File: src/rtl/ex_forward_ctrl_if.sv
`default_nettype none
// ============================================================================
// Module      : ex_forward_ctrl_if
// Description : ID-stage hazard bus between the pipeline and ex_forward_ctrl.
// Revision    : 1.0
// ============================================================================
interface ex_forward_ctrl_if #(
    parameter int REG_W = 3,
    parameter int CNT_W = 16
);
    logic             id_valid;
    logic [REG_W-1:0] id_rs;
    logic [REG_W-1:0] id_rt;
    logic             id_rt_used;
    logic             id_use_imm;
    logic [REG_W-1:0] id_rd;
    logic             id_we;
    logic             id_is_load;
    logic             flush;
    logic             stall;
    logic             ex_a_s0;
    logic             ex_a_s1;
    logic             ex_b_s0;
    logic             ex_b_s1;
    logic [CNT_W-1:0] stall_count;

    modport master (
        output id_valid, id_rs, id_rt, id_rt_used, id_use_imm,
               id_rd, id_we, id_is_load, flush,
        input  stall, ex_a_s0, ex_a_s1, ex_b_s0, ex_b_s1, stall_count
    );

    modport slave (
        input  id_valid, id_rs, id_rt, id_rt_used, id_use_imm,
               id_rd, id_we, id_is_load, flush,
        output stall, ex_a_s0, ex_a_s1, ex_b_s0, ex_b_s1, stall_count
    );
endinterface
`default_nettype wire

File: src/rtl/ex_forward_ctrl.sv
`default_nettype none
// ============================================================================
// Module      : ex_forward_ctrl
// Description : EX operand-forwarding selects and load-use stall generation.
// Revision    : 1.0
// ============================================================================
module ex_forward_ctrl #(
    parameter int REG_W = 3,
    parameter int CNT_W = 16
) (
    input  wire logic          clk,
    input  wire logic          rst,
    ex_forward_ctrl_if.slave   bus
);

    localparam logic [1:0]       SEL_RF  = 2'b00;
    localparam logic [1:0]       SEL_EXM = 2'b01;
    localparam logic [1:0]       SEL_MWB = 2'b10;
    localparam logic [1:0]       SEL_IMM = 2'b11;
    localparam logic [CNT_W-1:0] CNT_MAX = '1;

    typedef struct packed {
        logic             valid;
        logic [REG_W-1:0] rd;
        logic             we;
        logic             load;
    } slot_t;

    slot_t      ex_q;
    slot_t      mem_q;
    logic [1:0] a_sel_q;
    logic [1:0] b_sel_q;
    logic [1:0] a_sel_d;
    logic [1:0] b_sel_d;
    logic [CNT_W-1:0] stall_cnt_q;

    logic w_b_reads;
    logic w_stall;
    logic w_advance;

    function automatic logic slot_match(input slot_t s, input logic [REG_W-1:0] r);
        return s.valid & s.we & (s.rd == r) & (r != '0);
    endfunction

    assign w_b_reads = bus.id_rt_used & ~bus.id_use_imm;

    // Only a load one stage ahead is unresolvable; anything further is forwarded.
    assign w_stall = bus.id_valid & ~bus.flush & ex_q.load &
                     (slot_match(ex_q, bus.id_rs) |
                      (w_b_reads & slot_match(ex_q, bus.id_rt)));

    assign w_advance = bus.id_valid & ~w_stall & ~bus.flush;

    always_comb begin
        a_sel_d = SEL_RF;
        if (slot_match(ex_q, bus.id_rs)) begin
            a_sel_d = SEL_EXM;
        end else if (slot_match(mem_q, bus.id_rs)) begin
            a_sel_d = SEL_MWB;
        end

        b_sel_d = SEL_RF;
        if (bus.id_use_imm) begin
            b_sel_d = SEL_IMM;
        end else if (bus.id_rt_used) begin
            if (slot_match(ex_q, bus.id_rt)) begin
                b_sel_d = SEL_EXM;
            end else if (slot_match(mem_q, bus.id_rt)) begin
                b_sel_d = SEL_MWB;
            end
        end
    end

    always_ff @(posedge clk) begin
        if (rst) begin
            ex_q        <= '0;
            mem_q       <= '0;
            a_sel_q     <= SEL_RF;
            b_sel_q     <= SEL_RF;
            stall_cnt_q <= '0;
        end else begin
            mem_q <= ex_q;
            if (w_advance) begin
                ex_q    <= '{valid: 1'b1, rd: bus.id_rd, we: bus.id_we, load: bus.id_is_load};
                a_sel_q <= a_sel_d;
                b_sel_q <= b_sel_d;
            end else begin
                ex_q    <= '0;
                a_sel_q <= SEL_RF;
                b_sel_q <= SEL_RF;
            end
            if (w_stall && (stall_cnt_q != CNT_MAX)) begin
                stall_cnt_q <= stall_cnt_q + CNT_W'(1);
            end
        end
    end

    assign bus.stall       = w_stall;
    assign bus.ex_a_s0     = a_sel_q[0];
    assign bus.ex_a_s1     = a_sel_q[1];
    assign bus.ex_b_s0     = b_sel_q[0];
    assign bus.ex_b_s1     = b_sel_q[1];
    assign bus.stall_count = stall_cnt_q;

endmodule
`default_nettype wire

File: src/flat_wrapper.sv
// flat-port wrapper written by rule: the top's interface ports become plain ports
module ex_forward_ctrl_flat 
#(
    parameter int REG_W = 3,
    parameter int CNT_W = 16
)
  (clk, rst, bus_id_valid, bus_id_rs, bus_id_rt, bus_id_rt_used, bus_id_use_imm, bus_id_rd, bus_id_we, bus_id_is_load, bus_flush, bus_stall, bus_ex_a_s0, bus_ex_a_s1, bus_ex_b_s0, bus_ex_b_s1, bus_stall_count);
  ex_forward_ctrl_if #(.REG_W(REG_W), .CNT_W(CNT_W)) bus_i ();
  input  wire logic clk;
  input  wire logic rst;
  input wire logic [$bits(bus_i.id_valid)-1:0] bus_id_valid;
  input wire logic [$bits(bus_i.id_rs)-1:0] bus_id_rs;
  input wire logic [$bits(bus_i.id_rt)-1:0] bus_id_rt;
  input wire logic [$bits(bus_i.id_rt_used)-1:0] bus_id_rt_used;
  input wire logic [$bits(bus_i.id_use_imm)-1:0] bus_id_use_imm;
  input wire logic [$bits(bus_i.id_rd)-1:0] bus_id_rd;
  input wire logic [$bits(bus_i.id_we)-1:0] bus_id_we;
  input wire logic [$bits(bus_i.id_is_load)-1:0] bus_id_is_load;
  input wire logic [$bits(bus_i.flush)-1:0] bus_flush;
  output wire logic [$bits(bus_i.stall)-1:0] bus_stall;
  output wire logic [$bits(bus_i.ex_a_s0)-1:0] bus_ex_a_s0;
  output wire logic [$bits(bus_i.ex_a_s1)-1:0] bus_ex_a_s1;
  output wire logic [$bits(bus_i.ex_b_s0)-1:0] bus_ex_b_s0;
  output wire logic [$bits(bus_i.ex_b_s1)-1:0] bus_ex_b_s1;
  output wire logic [$bits(bus_i.stall_count)-1:0] bus_stall_count;
  assign bus_i.id_valid = bus_id_valid;
  assign bus_i.id_rs = bus_id_rs;
  assign bus_i.id_rt = bus_id_rt;
  assign bus_i.id_rt_used = bus_id_rt_used;
  assign bus_i.id_use_imm = bus_id_use_imm;
  assign bus_i.id_rd = bus_id_rd;
  assign bus_i.id_we = bus_id_we;
  assign bus_i.id_is_load = bus_id_is_load;
  assign bus_i.flush = bus_flush;
  assign bus_stall = bus_i.stall;
  assign bus_ex_a_s0 = bus_i.ex_a_s0;
  assign bus_ex_a_s1 = bus_i.ex_a_s1;
  assign bus_ex_b_s0 = bus_i.ex_b_s0;
  assign bus_ex_b_s1 = bus_i.ex_b_s1;
  assign bus_stall_count = bus_i.stall_count;
  ex_forward_ctrl #(.REG_W(REG_W), .CNT_W(CNT_W)) u_core (.clk(clk), .rst(rst), .bus(bus_i));
endmodule
File: config.mk
export PLATFORM = sky130hd
export DESIGN_NAME = ex_forward_ctrl_flat
export DESIGN_NICKNAME = d
export VERILOG_FILES = /design/src/rtl/ex_forward_ctrl_if.sv /design/src/rtl/ex_forward_ctrl.sv /design/src/flat_wrapper.sv
export SDC_FILE = /design/constraint.sdc
export NUM_CORES = 1
export LEC_CHECK = 0
export CAP_MARGIN = 0
export CORE_MARGIN = 2
export CORE_UTILIZATION = 52
export CTS_CLUSTER_SIZE = 28
export DETAILED_ROUTE_END_ITERATION = 10
export PLACE_DENSITY = 0.83
export SETUP_SLACK_MARGIN = 0.02
export SYNTH_ARGS = -nofsm -noshare
export SYNTH_HDL_FRONTEND = slang
export SYNTH_SLANG_ARGS = --single-unit
File: constraint.sdc
create_clock -name clk -period 4.6 [get_ports clk]
set_input_delay 0.92 -clock clk [delete_from_list [all_inputs] [get_ports clk]]
set_output_delay 0.92 -clock clk [all_outputs]
set_load 0.005 [all_outputs]
==> metrics.txt, run 1 <==
outcome=complete, but fails checks; failing checks=DRC; clk slew on worst S/H paths=0.09 ns; Hold Buf Count CTS=0; Initial Utilization=55.6%; syn_nets=194; HP Start=u_core.ex_q[1]; Nets=231; worst reg-to-reg path cell count=6; Area Growth Syn to Fin=28.4%; RSZ-0062 raised after global routing=no; num rows=19; post-synth cell types=43; actual slew at the worst max-slew pin=1.02 ns; clock buffer depth=2; Post-Syn Instances=176; Hold WC Path Type=reg -> reg; H-tree depth=2; Synth Area in Simple Gates=32.2%; DP Wirelength=2550 um; routed wire length=3450 um; TritonCTS buffer count=5; crit path cell chain=clkdlybuf4s50_1 > xor2_1 > or4_1 > o21ai_2 > nor2_1 > nor3b_1 > clkdlybuf4s50_1; CP top delay family=buffers and inverters; Hold Path Depth=1; postcts setup bufs=0; die width=58.8 um; Synth Area in Compound Gates=12.0%; Syn Std Cell Area=0.00156 mm^2; routed len/inst=14.1 um; Detailed Routing Iterations Pass 1=7; CP Data Arrival Time=3.36 ns; post_cts resized=0; Overall Global Routing Usage=22.5%; Lkg Pwr=0.683 nW; Die Ht=58.8 um; fmax=234 MHz; Final Max Slew Viols=0; Skew-Pair Late Insertion Delay=0.33 ns; via count=1407; CTS sink count=31; initial drt markers=62; Bufs and invs on worst path=2; Worst Path Required=3.68 ns; first-pass GRT wire length=5890 um; post-synthesis xor/xnor area fraction=6.74%; period utilization=93.0%; Final Hold Violating Endpoints=0; Core Area=0.00281 mm^2; most used cell, CP=clkdlybuf4s50_1; number of global-route vias before repair=1358; Reg2Reg Launch Point=u_core.ex_q[3]; PwrDens=245 mW/mm^2; clock root cell=clkbuf_4; hold_ws=0.461 ns; CTS tree=done; sequential element share of the synthesized area=39.8%; CP Capture Type=primary output; Clock Skew=0.00655 ns; setup violators final=0; post-route ant nets=0; initial antenna violation count=0; yosys warns=0; multiplexer share of the synthesized area=5.21%; GRT overflow=0; RR Endpoint=u_core.bus.stall_count[14]; slowest stage delay, CP=0.56 ns; Worst slew margin=31.9%; CP Class=in -> out; area share of fa/ha/maj cells after synthesis=0.802%; drt via density=5.74; Final GP Congestion=0.840; final setup margin=0.323 ns; Ports=38; Hold Path End=u_core.mem_q[1]; antenna cells=0; Worst path depth=7; residual DRC count=1; pre-CTS setup slack=0.322 ns; main combinational cell family by area after synthesis=simple AND/OR/NAND/NOR gates; R2R Setup Slk=2.28 ns; Total Power=0.490 mW; post-layout minimum cycle time=4.28 ns; Slowest-stage cell, CP=clkdlybuf4s50_1; register bit total from synthesis=31; synthesized area per cell=8.87 um^2; largest net degree at the start of global routing=30; setup total negative slack=0 ns; max-capacitance violation count=0; Peak VDD IR=0.000152 V; startpoint types=primary input; die area=0.00345 mm^2; layout cells sized above 1=11.2%; PortBufs=37; CP max FO=7
## cells by family after synthesis
| kind of cell | Yosys count |
|---|---|
| adder cells (fa/ha/maj) | 1 |
| flip-flops | 31 |
| AO/OA/AOI/OAI | 25 |
| AND/OR/NAND/NOR | 89 |
| buffers and inverters | 11 |
| multiplexers | 7 |
| XOR/XNOR | 12 |
## cell type report
class                   instances  area [um^2]
repair buffers                 37          370
clock buffers                   8         68.8
inverters                       4         15.0
well taps                      31         38.8
multi-input cells             134          890
flip-flops and latches         31          621
fillers                       248          802
## metrics by stage
| step | instances | utilization [%] | cell area [um^2] |
|---|---|---|---|
| final | 245 | 71.4 | 2000 |
| after CTS | 245 | 71.4 | 2000 |
| after global routing | 245 | 71.4 | 2000 |
| after global placement | 237 | 69.0 | 1930 |
| after detailed placement | 237 | 69.0 | 1930 |
| after floorplan | 176 | - | 1560 |
## worst max-delay path by stage
| stage | start | end | slack [ns] |
|---|---|---|---|
| after floorplan | bus_id_rs[2] | bus_stall | 1.47 |
| final | bus_id_rs[1] | bus_stall | 0.32 |
| after global placement | bus_id_rs[1] | bus_stall | 0.45 |
| after CTS | bus_id_rs[1] | bus_stall | 0.29 |
| after detailed placement | bus_id_rs[1] | bus_stall | 0.32 |
| after global routing | bus_id_rt[2] | bus_stall | 0.21 |
## cell usage after synthesis
cell type | count | area, um^2
and4_1 | 1 | 8.76
nor4b_1 | 1 | 8.76
nand3_2 | 1 | 10.0
a31oi_1 | 2 | 12.5
clkbuf_1 | 4 | 15.0
and3_1 | 1 | 6.26
nor3_1 | 5 | 25.0
o21a_1 | 1 | 7.51
o2111ai_1 | 1 | 8.76
a41o_1 | 1 | 10.0
mux2i_1 | 1 | 10.0
o211a_1 | 1 | 10.0
xnor2_1 | 8 | 70.1
nand4_1 | 7 | 43.8
dfxtp_1 | 31 | 621
nand4b_1 | 1 | 8.76
nor2_1 | 19 | 71.3
nand3_1 | 6 | 30.0
buf_1 | 1 | 3.75
ha_1 | 1 | 12.5
o21ai_2 | 1 | 8.76
nand2_1 | 10 | 37.5
a31o_2 | 3 | 26.3
or2_2 | 2 | 12.5
xor2_1 | 4 | 35.0
buf_6 | 1 | 11.3
nand2b_1 | 3 | 18.8
a211o_1 | 1 | 8.76
o21ai_0 | 2 | 10.0
a21oi_1 | 10 | 50.1
a211oi_4 | 1 | 20.0
nor4_2 | 2 | 25.0
nor3b_1 | 4 | 30.0
mux2_2 | 5 | 56.3
buf_2 | 1 | 5.00
nor2b_1 | 12 | 75.1
mux2_4 | 1 | 15.0
or3_1 | 2 | 12.5
and2_1 | 7 | 43.8
or4_1 | 3 | 22.5
nor4_1 | 2 | 12.5
inv_1 | 4 | 15.0
o2111ai_2 | 1 | 15.0
## sequential cells by signal, summed over array words and instances, names as in the netlist
signal                  cells
u_core.bus.stall_count     16
u_core.ex_q                 6
u_core.mem_q                5
u_core.a_sel_q              2
u_core.b_sel_q              2
## cells in the final DEF, fill, tap and decap left out, types with 6 or more instances in the layout
cell / netlist / layout
a21oi_1: 10 / 10
and2_1: 7 / 7
clkdlybuf4s50_1: 0 / 37
dfxtp_1: 31 / 31
nand2_1: 10 / 10
nand3_1: 6 / 6
nand4_1: 7 / 7
nor2_1: 19 / 19
nor2b_1: 12 / 12
xnor2_1: 8 / 8
## power breakdown
group	switching [mW]	internal [mW]
clock network	0.0883	0.0898
logic	0.0170	0.0216
registers	0.00266	0.271
## layer usage
metal / vias to the layer above / part of all wire (%) / routed length, um / track usage, %
met5: - / 0 / 0 / 0
met1: 663 / 44 / 1520 / 27.2
met4: 0 / 2.1 / 72 / 9.42
met2: 41 / 48 / 1670 / 37.3
met3: 7 / 5.5 / 189 / 6.59
li1: 696 / - / - / -
## worst reg2reg max path: stages (launching register included)
cell and delay [ns]:
dfxtp_1 0.37, xor2_1 0.19, or4_1 0.50, o21ai_2 0.29, o211a_1 0.43, nand3_2 0.13
mux2_4 0.30
Note: power is estimated with default switching activity, not from simulation.
==> run 2, diff against run 1 <==
--- a/config.mk
+++ b/config.mk
@@ -7,10 +7,10 @@
 export LEC_CHECK = 0
 export CAP_MARGIN = 0
 export CORE_MARGIN = 2
-export CORE_UTILIZATION = 52
+export CORE_UTILIZATION = 50
 export CTS_CLUSTER_SIZE = 28
 export DETAILED_ROUTE_END_ITERATION = 10
-export PLACE_DENSITY = 0.83
+export PLACE_DENSITY = 0.81
 export SETUP_SLACK_MARGIN = 0.02
 export SYNTH_ARGS = -nofsm -noshare
 export SYNTH_HDL_FRONTEND = slang
==> run 2 against run 1 <==
Compared with the run above:
- the run now ends clean
- total power down 5.1%
- first-iteration DRC count down 9.7%
- final cell count up 0.82%
- global-route usage down 1.0 points
- setup slack better by 0.10 ns
- non-clock buffer count unchanged
- sequential cell count unchanged
- routed wire length down 1.7%
- cell area down 0.81%
- die area up 3.7%
==> metrics.txt, run 2 (synthesis results as in run 1) <==
dpl cells=239 (was 237); Slowest-stage cell, CP=or4_1 (was clkdlybuf4s50_1); Final GP Congestion=0.913 (was 0.840); die width=59.9 um (was 58.8 um); CP Data Arrival Time=3.25 ns (was 3.36 ns); post-route ant nets=0 (unchanged); R2R Setup Slk=2.32 ns (was 2.28 ns); post_cts resized=0 (unchanged); die area=0.00358 mm^2 (was 0.00345 mm^2); initial antenna violation count=0 (unchanged); sequential share of power=58.8% (was 55.8%); largest net degree at the start of global routing=30 (unchanged); Placed Area=0.00194 mm^2 (was 0.00193 mm^2); PortBufs=37 (unchanged); CP max FO=7 (unchanged); TritonCTS buffer count=5 (unchanged); antenna cells=0 (unchanged); Initial Utilization=52.0% (was 55.6%); Reg2Reg Launch Point=u_core.ex_q[3] (unchanged); Peak VDD IR=0.000163 V (was 0.000152 V); number of global-route vias before repair=1360 (was 1358); worst reg-to-reg path cell count=6 (unchanged); Worst Setup EP=bus_stall (unchanged); Skew-Pair Late Insertion Delay=0.33 ns (about the same); slowest stage delay, CP=0.54 ns (was 0.56 ns); switching power total=0.113 mW (was 0.108 mW); setup violators final=0 (unchanged); commonest non-fill, non-tap cell in the layout=clkdlybuf4s50_1 (unchanged); DP Wirelength=2560 um (was 2550 um); most frequent cells in the layout=37 x clkdlybuf4s50_1, 31 x dfxtp_1, 19 x nor2_1, 12 x nor2b_1 (unchanged); hold_ws=0.469 ns (was 0.461 ns); layout cells sized above 1=10.7% (was 11.2%); setup total negative slack=0 ns (unchanged); CP top delay family=buffers and inverters (unchanged); final setup margin=0.426 ns (was 0.323 ns); combinational share of power=8.3% (was 7.9%); most used cell, CP=clkdlybuf4s50_1 (unchanged); Hold Buf Count CTS=0 (unchanged); Hold Path Depth=1 (unchanged); RSZ-0062 raised after global routing=no (unchanged); Worst path depth=7 (unchanged); clk slew on worst S/H paths=0.09 ns (about the same); post-layout minimum cycle time=4.17 ns (was 4.28 ns); final core utilization=66.2% (was 71.4%); RR Endpoint=u_core.bus.stall_count[14] (unchanged); clock root cell=clkbuf_4 (unchanged); Hold WC Path Type=reg -> reg (unchanged); Die Ht=59.9 um (was 58.8 um); pre-CTS setup slack=0.408 ns (was 0.322 ns); routed wire length=3390 um (was 3450 um); residual DRC count=0 (was 1); PwrDens=234 mW/mm^2 (was 245 mW/mm^2); Bufs and invs on worst path=2 (unchanged); Layout Cell Area excl Fill=0.00199 mm^2 (was 0.00200 mm^2); crit path cell chain=clkdlybuf4s50_1 > xor2_1 > or4_1 > o21ai_2 > nor2_1 > nor3b_1 > clkdlybuf4s50_1 (unchanged); Cell Count, Final, Fillers Out=247 (was 245); internal power=0.352 mW (was 0.382 mW); GRT overflow=0 (unchanged); startpoint types=primary input (unchanged); CP Class=in -> out (unchanged); Core Area=0.00300 mm^2 (was 0.00281 mm^2); actual slew at the worst max-slew pin=1.06 ns (was 1.02 ns); Final Max Slew Viols=0 (unchanged); Lkg Pwr=0.673 nW (was 0.683 nW); outcome=completed (was complete, but fails checks); Clock Skew=0.00545 ns (was 0.00655 ns); period utilization=90.7% (was 93.0%); Crit. Startpoint=bus_id_rs[2] (was bus_id_rs[1]); clock share of power=32.9% (was 36.3%); CTS sink count=31 (unchanged); routed len/inst=13.7 um (was 14.1 um); CP Capture Type=primary output (unchanged); initial drt markers=56 (was 62); fmax=240 MHz (was 234 MHz); via count=1394 (was 1407); clock buffer depth=2 (unchanged); num rows=20 (was 19); Worst slew margin=29.3% (was 31.9%); postcts setup bufs=0 (unchanged); H-tree depth=2 (unchanged); max FFs per register=16 (unchanged); Overall Global Routing Usage=21.5% (was 22.5%); max-capacitance violation count=0 (unchanged); sw frac=24.3% (was 22.0%); Detailed Routing Iterations Pass 1=4 (was 7); fillers=256 (was 248); first-pass GRT wire length=5760 um (was 5890 um); drt via density=5.64 (was 5.74); Nets=231 (unchanged); Total Power=0.465 mW (was 0.490 mW); Worst Path Required=3.68 ns (about the same); Area Growth Syn to Fin=27.3% (was 28.4%); CTS tree=done (unchanged); Ports=38 (unchanged); Final Hold Violating Endpoints=0 (unchanged)
run 2: changes by cell type in the layout (fill, tap and decap cells not counted), sizes merged:
cell    delta
clkbuf     -1
clkinv     +1
run 2: area by class of cell:
type | count | area, um^2 | share of cell area, %
multi-input combinational | 134 | 890 | 44.8
sequential | 31 | 621 | 31.2
timing repair buffer | 37 | 370 | 18.6
clock buffer | 7 | 45.0 | 2.27
tap | 33 | 41.3 | 2.08
inverter | 4 | 15.0 | 0.756
clock inverter | 1 | 5.00 | 0.252
run 2: worst min-delay path by stage:
stage | startpoint | to | slack [ns]
2_1_floorplan | u_core.mem_q[1] | u_core.a_sel_q[1] | 0.43
3_3_place_gp | u_core.ex_q[5] | u_core.mem_q[5] | 0.45
3_5_place_dp | u_core.ex_q[5] | u_core.mem_q[5] | 0.46
4_1_cts | u_core.ex_q[5] | u_core.mem_q[5] | 0.47
5_1_grt | u_core.ex_q[5] | u_core.mem_q[5] | 0.48
6_report | u_core.ex_q[5] | u_core.mem_q[5] | 0.47
run 2: power by group through the flow:
| stage | clock network (mW) | logic [mW] | registers [mW] |
|---|---|---|---|
| 2_1_floorplan | 0 | 0.0189 | 0.279 |
| 3_3_place_gp | 0 | 0.0371 | 0.280 |
| 3_5_place_dp | 0 | 0.0385 | 0.280 |
| 4_1_cts | 0.156 | 0.0386 | 0.274 |
| 5_1_grt | 0.168 | 0.0423 | 0.274 |
| 6_report | 0.153 | 0.0384 | 0.274 |
run 2: per-layer routing:
metal	share of wire, %	global-route usage [%]	vias up
li1	-	-	698
met1	45	25.9	646
met2	47	33.9	42
met3	5.3	7.36	8
met4	2.0	10.8	0
met5	0	0	-
==> RTL change, RTL diff (flow settings as in run 2) <==
`REG_W` is set to 3 in 3 places; all go to 2.
--- a/src/rtl/ex_forward_ctrl_if.sv
+++ b/src/rtl/ex_forward_ctrl_if.sv
@@ -5,7 +5,7 @@
 // Revision    : 1.0
 // ============================================================================
 interface ex_forward_ctrl_if #(
-    parameter int REG_W = 3,
+    parameter int REG_W = 2,
     parameter int CNT_W = 16
 );
     logic             id_valid;
--- a/src/rtl/ex_forward_ctrl.sv
+++ b/src/rtl/ex_forward_ctrl.sv
@@ -5,7 +5,7 @@
 // Revision    : 1.0
 // ============================================================================
 module ex_forward_ctrl #(
-    parameter int REG_W = 3,
+    parameter int REG_W = 2,
     parameter int CNT_W = 16
 ) (
     input  wire logic          clk,
--- a/src/flat_wrapper.sv
+++ b/src/flat_wrapper.sv
@@ -1,7 +1,7 @@
 // flat-port wrapper written by rule: the top's interface ports become plain ports
 module ex_forward_ctrl_flat 
 #(
-    parameter int REG_W = 3,
+    parameter int REG_W = 2,
     parameter int CNT_W = 16
 )
   (clk, rst, bus_id_valid, bus_id_rs, bus_id_rt, bus_id_rt_used, bus_id_use_imm, bus_id_rd, bus_id_we, bus_id_is_load, bus_flush, bus_stall, bus_ex_a_s0, bus_ex_a_s1, bus_ex_b_s0, bus_ex_b_s1, bus_stall_count);
Ports: changed (resized bus_id_rd, bus_id_rs and bus_id_rt); port bits go from 38 to 35. The function was not compared with the original's and may differ.
==> RTL change against run 2 <==
  * Clock power down 3%
  * Combinational power down 24%
  * Setup slack better by 590 ps
  * Power down 7.0%
  * Synthesized area down 5.5%
  * Clock skew up 6.4 ps
  * Global-route usage down 0.61 points
  * Design area down 5.9%
  * Count of clock-buffer cells in the layout down 1
  * Sequential share of layout area down 0.18 points
  * Wire length down 7.9%
  * Sequential cell count down 2
  * Register-to-register slack better by 200 ps
  * Synthesized cell count down 12%
  * Critical endpoint unchanged
  * Largest power group unchanged
==> RTL change: results <==
{
  "status": "finished, final reports clean",
  "slowest_delay_ps": 540,
  "r2r_slack_ps": 2520,
  "port_buffers": 34,
  "nets": 205,
  "vias_per_cell": 5.96,
  "drtPass1Iterations": 5,
  "r2r-start": "u_core.bus.stall_count[6]",
  "largest_reg_flops": 16,
  "instances_no_fill": 222,
  "leakagePower_nw": 0.632,
  "drive_above_1_share": 0.147,
  "synth.distinct_cells": 48,
  "nFillCells": 229,
  "reg2reg_depth": 5,
  "synthArstFlopShare": 0,
  "post_drt_wl_per_cell_um": 14.1,
  "grt_pass1_vias": 1284,
  "p_total_mw": 0.432,
  "grt_pass1_wl_um": 5470,
  "hpwl_um": 2330,
  "arrival_ps": 2670,
  "antenna_found_initial": 0,
  "worstSetupStartpoint": "bus_id_rs[1]",
  "switching_share": 0.240,
  "pwr-share-clk": 0.342,
  "ir_drop_mv": 0.212,
  "synth_cells": 155,
  "track_usage": 0.209,
  "grt_max_degree": 29,
  "critPathSlowestCell": "clkdlybuf4s50_1",
  "ys_seq_area_frac": 0.394,
  "synth.area.top_cells": "dfxtp_1, nor2b_1, mux2_2",
  "pg_seq_mw": 0.255,
  "relSlewSlack": 0.330,
  "final_util": 0.672,
  "fin_skew_ps": 11.9,
  "post_dp_cell_area_um2": 1820,
  "ys_top_cells_by_count": "dfxtp_1, nand2_1, nor2b_1",
  "place_congestion": 0.732,
  "r2r_end": "u_core.bus.stall_count[3]"
}
-- RTL change: layer usage --
layer | part of all wire | GRT usage | vias to the layer above
li1 | - | - | 657
met1 | 0.44 | 0.261 | 622
met2 | 0.48 | 0.335 | 39
met3 | 0.059 | 0.0484 | 6
met4 | 0.016 | 0.110 | 0
met5 | 0 | 0 | -
-- RTL change: cell families (layout without fill, tap and decap cells) --
| kind of cell | after synthesis | count (layout) | share of synthesized area |
|---|---|---|---|
| flip-flops | 29 | 29 | 0.394 |
| multiplexers | 6 | 6 | 0.0450 |
| AO/OA/AOI/OAI | 28 | 28 | 0.155 |
| XOR/XNOR | 4 | 4 | 0.0238 |
| adder cells (fa/ha/maj) | 1 | 1 | 0.00849 |
| AND/OR/NAND/NOR | 77 | 77 | 0.340 |
| buffers and inverters | 10 | 46 | 0.0340 |
-- RTL change: how the worst min path moves through the flow --
stage / startpoint / end / slack (ps) / depth (start not counted)
detailed placement: u_core.mem_q[1] / u_core.a_sel_q[1] / 490 / 2
floorplan: u_core.mem_q[1] / u_core.a_sel_q[1] / 450 / 2
global route: u_core.mem_q[1] / u_core.a_sel_q[1] / 540 / 2
CTS: u_core.mem_q[1] / u_core.a_sel_q[1] / 510 / 2
finish: u_core.mem_q[1] / u_core.a_sel_q[1] / 500 / 2
global placement: u_core.bus.stall_count[1] / u_core.bus.stall_count[1] / 470 / 2
-- RTL change: final cells by class --
class                      instances  area, um2  area share
inverter                           4       15.0     0.00803
tap                               31       38.8      0.0207
sequential                        29        581       0.311
clock buffer                       6       41.3      0.0221
multi-input combinational        116        843       0.451
clock inverter                     2       10.0     0.00535
timing repair buffer              34        340       0.182
-- RTL change: tightest hold or removal path, delay by kind of cell, from the launching register on --
kind	cells	cell delay [ps]
simple gates	2	140
flops	1	310
